===== src/rtl/adder_pipe_flow.sv =====
// adder_pipe_flow: valid/ready shell in front of the pipelined adder (adder_pipe).
// Operands are issued into the adder (which cannot stall), a valid delay line
// matched to the adder latency marks returning results, and results land in a
// small FIFO. A credit counter limits issue so a result never meets a full FIFO.
//
// Optional build macro: ADDER_PIPE_FLOW_TAG_EN adds in_tag/out_tag. The tag
// rides its own delay line beside the valid bit and is stored with the result.

module adder_pipe_flow #(
    parameter int WIDTH      = 16,
    parameter int NUM_ADDERS = 4,
    parameter int DEPTH      = 5,
    parameter int TAG_W      = 4
) (
    input  logic                       clk,
    input  logic                       rst_n,

    input  logic                       in_valid,
    output logic                       in_ready,
    input  logic [WIDTH-1:0]           in_a,
    input  logic [WIDTH-1:0]           in_b,
    input  logic                       in_cin,
`ifdef ADDER_PIPE_FLOW_TAG_EN
    input  logic [TAG_W-1:0]           in_tag,
    output logic [TAG_W-1:0]           out_tag,
`endif

    output logic [WIDTH-1:0]           add_in0,
    output logic [WIDTH-1:0]           add_in1,
    output logic                       add_cin,
    input  logic [WIDTH-1:0]           add_sum,
    input  logic                       add_cout,

    output logic                       out_valid,
    input  logic                       out_ready,
    output logic [WIDTH-1:0]           out_sum,
    output logic                       out_cout,
    output logic [$clog2(DEPTH+1)-1:0] inflight
);

    // Adder latency; the delay line keeps at least one stage so the vectors
    // stay legal when the adder is purely combinational (L = 0).
    localparam int L     = NUM_ADDERS - 1;
    localparam int VL    = (L > 0) ? L : 1;
    localparam int CNT_W = $clog2(DEPTH + 1);
    localparam int PTR_W = (DEPTH > 1) ? $clog2(DEPTH) : 1;
`ifdef ADDER_PIPE_FLOW_TAG_EN
    localparam int EW    = WIDTH + 1 + TAG_W;
`else
    localparam int EW    = WIDTH + 1;
`endif

    if (NUM_ADDERS < 1 || DEPTH < 1 || WIDTH < 1 || TAG_W < 1) begin : g_bad_param
        $error("adder_pipe_flow: illegal parameter value");
    end

    logic             fire_in;
    logic             fire_out;
    logic             strobe;

    logic [CNT_W-1:0] credits_q, credits_d;
    logic [CNT_W-1:0] inflight_q, inflight_d;
    logic [CNT_W-1:0] count_q, count_d;
    logic [VL-1:0]    vld_q, vld_d;
    logic [PTR_W-1:0] wr_ptr_q, wr_ptr_d;
    logic [PTR_W-1:0] rd_ptr_q, rd_ptr_d;
    logic [EW-1:0]    mem_q [DEPTH];
    logic [EW-1:0]    mem_d [DEPTH];
    logic [EW-1:0]    wr_data;
    logic [EW-1:0]    head;

`ifdef ADDER_PIPE_FLOW_TAG_EN
    logic [TAG_W-1:0] tag_q [VL];
    logic [TAG_W-1:0] tag_d [VL];
    logic [TAG_W-1:0] strobe_tag;
`endif

    // Pointer advance with wrap at DEPTH, which need not be a power of two.
    function automatic logic [PTR_W-1:0] ptr_inc(input logic [PTR_W-1:0] p);
        if (p == PTR_W'(DEPTH - 1)) begin
            return '0;
        end
        return p + PTR_W'(1);
    endfunction

    // Issue handshake; in_ready depends only on the credit register.
    always_comb begin
        in_ready  = (credits_q != '0);
        fire_in   = in_valid & in_ready;
        out_valid = (count_q != '0);
        fire_out  = out_valid & out_ready;
        add_in0   = fire_in ? in_a   : '0;
        add_in1   = fire_in ? in_b   : '0;
        add_cin   = fire_in ? in_cin : 1'b0;
    end

    // Valid delay line matched to the adder latency; its last stage is the arrival strobe.
    always_comb begin
        vld_d    = '0;
        vld_d[0] = fire_in;
        for (int i = 1; i < VL; i++) begin
            vld_d[i] = vld_q[i-1];
        end
        strobe = (L == 0) ? fire_in : vld_q[VL-1];
    end

`ifdef ADDER_PIPE_FLOW_TAG_EN
    // Tag delay line travelling alongside the valid bit.
    always_comb begin
        for (int i = 0; i < VL; i++) begin
            tag_d[i] = tag_q[i];
        end
        tag_d[0] = in_tag;
        for (int i = 1; i < VL; i++) begin
            tag_d[i] = tag_q[i-1];
        end
        strobe_tag = (L == 0) ? in_tag : tag_q[VL-1];
    end
`endif

    // Result FIFO: write the adder output on the strobe, advance the head on pop.
    always_comb begin
`ifdef ADDER_PIPE_FLOW_TAG_EN
        wr_data = {add_sum, add_cout, strobe_tag};
`else
        wr_data = {add_sum, add_cout};
`endif
        for (int i = 0; i < DEPTH; i++) begin
            mem_d[i] = mem_q[i];
        end
        wr_ptr_d = wr_ptr_q;
        rd_ptr_d = rd_ptr_q;
        count_d  = count_q;
        if (strobe) begin
            mem_d[wr_ptr_q] = wr_data;
            wr_ptr_d        = ptr_inc(wr_ptr_q);
        end
        if (fire_out) begin
            rd_ptr_d = ptr_inc(rd_ptr_q);
        end
        case ({strobe, fire_out})
            2'b10:   count_d = count_q + CNT_W'(1);
            2'b01:   count_d = count_q - CNT_W'(1);
            default: count_d = count_q;
        endcase
    end

    // FIFO head fields.
    always_comb begin
        head     = mem_q[rd_ptr_q];
        out_sum  = head[EW-1 -: WIDTH];
        out_cout = head[EW-1-WIDTH];
`ifdef ADDER_PIPE_FLOW_TAG_EN
        out_tag  = head[TAG_W-1:0];
`endif
    end

    // Credits: one taken per issue, one returned per pop; inflight mirrors DEPTH - credits.
    always_comb begin
        credits_d = credits_q;
        case ({fire_in, fire_out})
            2'b10:   credits_d = credits_q - CNT_W'(1);
            2'b01:   credits_d = credits_q + CNT_W'(1);
            default: credits_d = credits_q;
        endcase
        inflight_d = CNT_W'(DEPTH) - credits_d;
        inflight   = inflight_q;
    end

    // Control state with synchronous reset; reset also drops results still in the adder.
    always_ff @(posedge clk) begin
        if (!rst_n) begin
            credits_q  <= CNT_W'(DEPTH);
            inflight_q <= '0;
            count_q    <= '0;
            vld_q      <= '0;
            wr_ptr_q   <= '0;
            rd_ptr_q   <= '0;
        end else begin
            credits_q  <= credits_d;
            inflight_q <= inflight_d;
            count_q    <= count_d;
            vld_q      <= vld_d;
            wr_ptr_q   <= wr_ptr_d;
            rd_ptr_q   <= rd_ptr_d;
        end
    end

    // Data storage needs no reset; contents are only read behind out_valid.
    always_ff @(posedge clk) begin
        for (int i = 0; i < DEPTH; i++) begin
            mem_q[i] <= mem_d[i];
        end
    end

`ifdef ADDER_PIPE_FLOW_TAG_EN
    // Tag pipeline registers; meaningful only where the valid line is set.
    always_ff @(posedge clk) begin
        for (int i = 0; i < VL; i++) begin
            tag_q[i] <= tag_d[i];
        end
    end
`endif

`ifndef SYNTHESIS
    // A result arriving at a full FIFO means the credit accounting is broken.
    always @(posedge clk) begin
        if (rst_n) begin
            assert (!(strobe && (count_q == CNT_W'(DEPTH))))
            else $error("adder_pipe_flow: result arrived while FIFO full");
        end
    end
`endif

endmodule


===== config.mk =====
export PLATFORM = sky130hd
export DESIGN_NAME = adder_pipe_flow
export DESIGN_NICKNAME = d
export VERILOG_FILES = /design/src/rtl/adder_pipe_flow.sv
export SDC_FILE = /design/constraint.sdc
export NUM_CORES = 1
export LEC_CHECK = 0
export CORE_MARGIN = 2
export CORE_UTILIZATION = 40
export CTS_CLUSTER_DIAMETER = 80
export DETAILED_ROUTE_END_ITERATION = 7
export PLACE_DENSITY = 0.75
export SKIP_LAST_GASP = 1
export SYNTH_ARGS = -nofsm -noshare
export SYNTH_HDL_FRONTEND = slang
export SYNTH_SLANG_ARGS = --single-unit

===== constraint.sdc =====
create_clock -name clk -period 3.7 [get_ports clk]
set_input_delay 1.11 -clock clk [delete_from_list [all_inputs] [get_ports clk]]
set_output_delay 1.11 -clock clk [all_outputs]
set_load 0.02 [all_outputs]

# --- Yosys cells after proc, flatten, opt, wreduce, memory -nomap -nowiden ---
# Memories as Yosys holds them, arrays and structs flattened. A register that Yosys moved wholly into a read port is not among the register bits.
# Cells that the tools add are included.
totals:
  ramBits: 85
  output_inout_bits: 55
  memories: 1
  regBits: 18
  mem_bits_ro: 0
  latch_bits: 0
memory_table:
  columns: ["memory", "words", "width", "rd", "rd_ports_with_merged_regs", "wr", "line_no", "source"]
  rows:
  - ["mem_q", 5, 17, 6, 1, 5, "67", "logic [EW-1:0] mem_q [DEPTH];"]
classes:
  n_eq_ne: 6
  shifts: 0
  n_bitwise: 3
  n_mux: 19
  addsub: 7
  n_lt_le_gt_ge: 2
  n_reduce_logical: 4
  n_mul: 0
  div: 0
ops:
  columns: ["op", "n"]
  rows:
  - ["$bwmux W85", 1]
  - ["$mux W85", 1]
  - ["$demux W17 S3", 1]
  - ["$mux W16", 2]
  - ["$mux W3", 6]
  - ["$mux W17", 1]
  - ["$add A3 B1 Y3 const B", 4]
  - ["$pmux W3 S2", 2]
  - ["$eq A3 B3 Y1 const B", 2]
  - ["$reduce_bool A3 Y1", 2]
  - ["$sub A3 B1 Y3 const B", 2]
  - ["$mux W1", 5]
  - ["$eq A2 B1 Y1 const B", 2]
  - ["$eq A2 B2 Y1 const B", 2]
  - ["$ge A4 B4 Y1 const B", 1]
  - ["$lt A4 B1 Y1 const B", 1]
  - ["$not A3 Y4", 1]
  - ["$sub A3 B3 Y3 const A", 1]
  - ["$and A1 B1 Y1", 2]
  - ["$reduce_bool A2 Y1", 1]
  - ["$logic_and A1 B1 Y1", 1]

# --- Depth between registers and ports, before layout ---
logic_depth:
  depth_word: 7
  ltp_mapped: 10
  ltp_nobuf: 8

# --- Least setup slack after synthesis ---
# OpenSTA, ideal clock, no wires.
synth_timing:
  kind: "input to register"
  start: "input port in_valid"
  end: "register inflight_q[2] (netlist: inflight[2])"
  path_slack_ns: 0.764
  stages: 9
  t_arrival_ns: 2.873
  required_ns: 3.638
  setup_ns: 0.062
  cell_sequence: "o31a_1 -> clkbuf_1 -> inv_1 -> ha_1 -> inv_1 -> fa_1 -> nand2b_1 -> a2111o_1 -> nand3_1"
synth_via:
  elab_chain_cells: 4
synth_rtl:
  columns: ["element", "line_no", "source"]
  rows:
  - ["from (decl)", "18", "input logic in_valid,"]
  - ["$and A1 B1 Y1 (*)", "89", "fire_in = in_valid & in_ready;"]
  - ["$eq A2 B1 Y1 or $eq A2 B2 Y1 (tied branches)", "161", "case ({fire_in, fire_out})"]
  - ["$pmux W3 S2 (*)", "161", null]
  - ["$sub A3 B3 Y3 (*)", "166", "inflight_d = CNT_W'(DEPTH) - credits_d;"]
  - ["to (signal assigned)", "181", "inflight_q <= inflight_d;"]
  - ["to (decl)", "62", "logic [CNT_W-1:0] inflight_q, inflight_d;"]
# Mark *: on every way between the ends. The rest lies on a longest branch, timed or not.
# A chain may end at the register's enable or synchronous reset.

==> results.sh <==
export IMPL_dr_pass1_iters=4
export IMPL_outcome="finished, final reports clean"
export IMPL_synthFlopType="edfxtp_1"
export IMPL_dp_cells=511
export IMPL_async_flop_share=0
export IMPL_layout_min_cycle_time_ns=3.55
export IMPL_boundaryPins=109
export IMPL_fmax_mhz=282
export IMPL_leakage_nw=2.08
export IMPL_powerDensity_nw_per_um2=459
export IMPL_tightest_slew_ns=0.944
export IMPL_yosys_area_top_type_share=0.585
export IMPL_critical_path_class="flop to output pin"
export IMPL_rows=38
export IMPL_numPortBuffers=108
export IMPL_final_common_cell="edfxtp_1"
export IMPL_cts_sinks=105
export IMPL_final_util=0.541
export IMPL_grt_pass1_vias=2717
export IMPL_drtIter0Drc=154
export IMPL_cts_root_buf="clkbuf_8"
export IMPL_synth_enable_flop_cells=85
export IMPL_grt_pass1_wl_um=13600
export IMPL_dieHeight_um=108
export IMPL_rsz0062_at_grt="no"
export IMPL_die_w_um=108
export IMPL_cts_clk_slew_worst_paths_ns=0.09
export IMPL_drive_above_1_share=0.134
export IMPL_syn_num_nets=331
export IMPL_final_nets=444
export IMPL_ff2ff_path_depth=8
export IMPL_antenna_found_initial=0
export IMPL_dieArea_sq_um=11800
export IMPL_period_share=0.959
export IMPL_maxCapViolCount=0
export IMPL_grt_total_usage=0.155
export IMPL_finalHoldViolCount=0
export IMPL_avgRoutedWirePerCell_um=16.6
export IMPL_syn_inst=269
export IMPL_hp_class="flop to flop"
export IMPL_irDropWorstVdd_mv=0.201
export IMPL_cts_tree="done"
export IMPL_grt_overflow=0
export IMPL_worstHoldStart="vld_q[0]"
export IMPL_dpl_hpwl_um=5940
export IMPL_worst_setup_path_start_kind="flop"
export IMPL_ant_nets=0
export IMPL_layout_common_cells="edfxtp_1 (85), clkdlybuf4s50_1 (75), and2_1 (37), dlygate4sd2_1 (33), dfxtp_1 (20)"
export IMPL_coreArea_sq_um=10700
export IMPL_synth_seq_cells=105
export IMPL_cts_buffers=9
export IMPL_cts_buffer_depth=2
export IMPL_cp_required_ns=2.59
export IMPL_area_growth_synth_to_final_pct=33.4
export IMPL_drt_wl_total_um=8740
export IMPL_rrSetupSlack_ns=1.27
export IMPL_critPathCaptureType="output pin"
export IMPL_place_congestion=0.773
export IMPL_synth_area_leaders="edfxtp_1 (59%), dfxtp_1 (9.2%), and2_1 (5.3%)"
export IMPL_layoutNonFillerInstCount=527
export IMPL_clkLatencyLatePin_ns=0.36
export IMPL_ys_seq_area_frac=0.677
export IMPL_finalInstanceArea_sq_um=5820
export IMPL_holdPathStages=1
export IMPL_setup_viol=0
export IMPL_ys_types=35
export IMPL_drc_errors=0
export IMPL_diodes=0
export IMPL_viasPerCell=4.98
export IMPL_maxSlewHeadroom=0.371
export IMPL_syn_avg_cell_area_sq_um=16.2
export IMPL_syn_area_sq_um=4360
export IMPL_ys_warn_count=0
export IMPL_holdPathEnd="vld_q[1]"
export IMPL_vias=2625
export IMPL_r2r_end="inflight[2]"
export IMPL_place_area_sq_um=5620
export IMPL_start_util=0.406
export IMPL_skew_ns=0.00710
export IMPL_grt_max_degree=35
export IMPL_yosysTopAreaCell="edfxtp_1"
export IMPL_cp_arrival_ns=2.44
export IMPL_maxSlewViolCount=0
export IMPL_regToRegStartpoint="count_q[2]"
export IMPL_cp_max_fo=17
export IMPL_cts_max_level=3
==> critical path, stage by stage (launching register included) <==
cell and delay [ns]:
dfxtp_1 0.32, buf_4 0.30, mux4_1 0.61, mux2_2 0.29, clkdlybuf4s50_1 0.55
==> through the flow <==
step           hold slack, ns  setup WS (ns)  power [mW]  setup TNS [ns]
2_1_floorplan           0.412          0.764        1.67               0
3_3_place_gp            0.413        -0.0590        1.88           -1.46
3_5_place_dp            0.424        -0.0748        1.89           -1.79
4_1_cts                 0.447         0.0950        2.70               0
5_1_grt                 0.476         0.0463        2.78               0
6_report                0.444          0.151        2.67               0
==> logic make-up (layout without fill, tap and decap cells) <==
kind of cell	Yosys count	count (layout)	share of synthesized area
compound gates	20	20	0.0284
mux	35	35	0.140
buf+inv	27	145	0.0304
xor+xnor	4	4	0.00803
fa+ha+maj	8	8	0.0264
flops	105	105	0.677
simple gates	70	70	0.0895
==> routing by layer <==
metal / share of wire / up-vias / wire (um) / GRT usage
li1: - / 1221 / - / -
met1: 0.40 / 1276 / 3510 / 0.176
met2: 0.50 / 116 / 4410 / 0.277
met3: 0.081 / 12 / 706 / 0.0464
met4: 0.014 / 0 / 119 / 0.0522
met5: 0 / - / 0 / 0
==> report_power, final <==
group / internal [mW] / switching, mW
Combinational: 0.261 / 0.241
Sequential: 1.31 / 0.0299
Clock: 0.453 / 0.380
Total: 2.02 / 0.651
==> area by class of cell <==
type	instances	area, sq um
clock buffers	10	128
clock inverters	6	115
fillers	914	4930
inverters	14	52.6
multi-input cells	137	1290
flip-flops and latches	105	2950
well taps	140	175
repair buffers	115	1100
==> worst max-delay path by stage <==
stage / from / endpoint / slack [ns]
after floorplan: in_valid / inflight[2] / 0.76
after global routing: flop / out_sum[0] / 0.05
after CTS: flop / out_sum[0] / 0.1
after detailed placement: in_valid / add_in1[8] / -0.07
after global placement: in_valid / add_in0[1] / -0.06
final: flop / out_sum[0] / 0.15
==> sequential cells by signal, summed over array words and instances (netlist names), named ones only <==
| register | cells |
|---|---|
| rd_ptr_q | 3 |
| vld_q | 3 |
| inflight | 2 |
| mem_q | 85 |
| wr_ptr_q | 3 |
| credits_q | 3 |
| count_q | 3 |
==> timing repair <==
item,in CTS,in global routing
setup buffers,0,0
gates resized for setup,33,0
endpoints found under the hold margin,0,0
setup endpoints to repair,33,0
hold buffers,0,0
==> synth_stat cells (all sizes together) (4+ instances only) <==
library cell,number
o21ai,5
or3,4
and2,37
inv,13
mux2,17
a21oi,8
mux4,17
dfxtp,20
ha,6
edfxtp,85
xor2,4
clkbuf,7
nor2,10
nand2,7
buf,6
No activity file was read; power rests on OpenSTA's default activity.
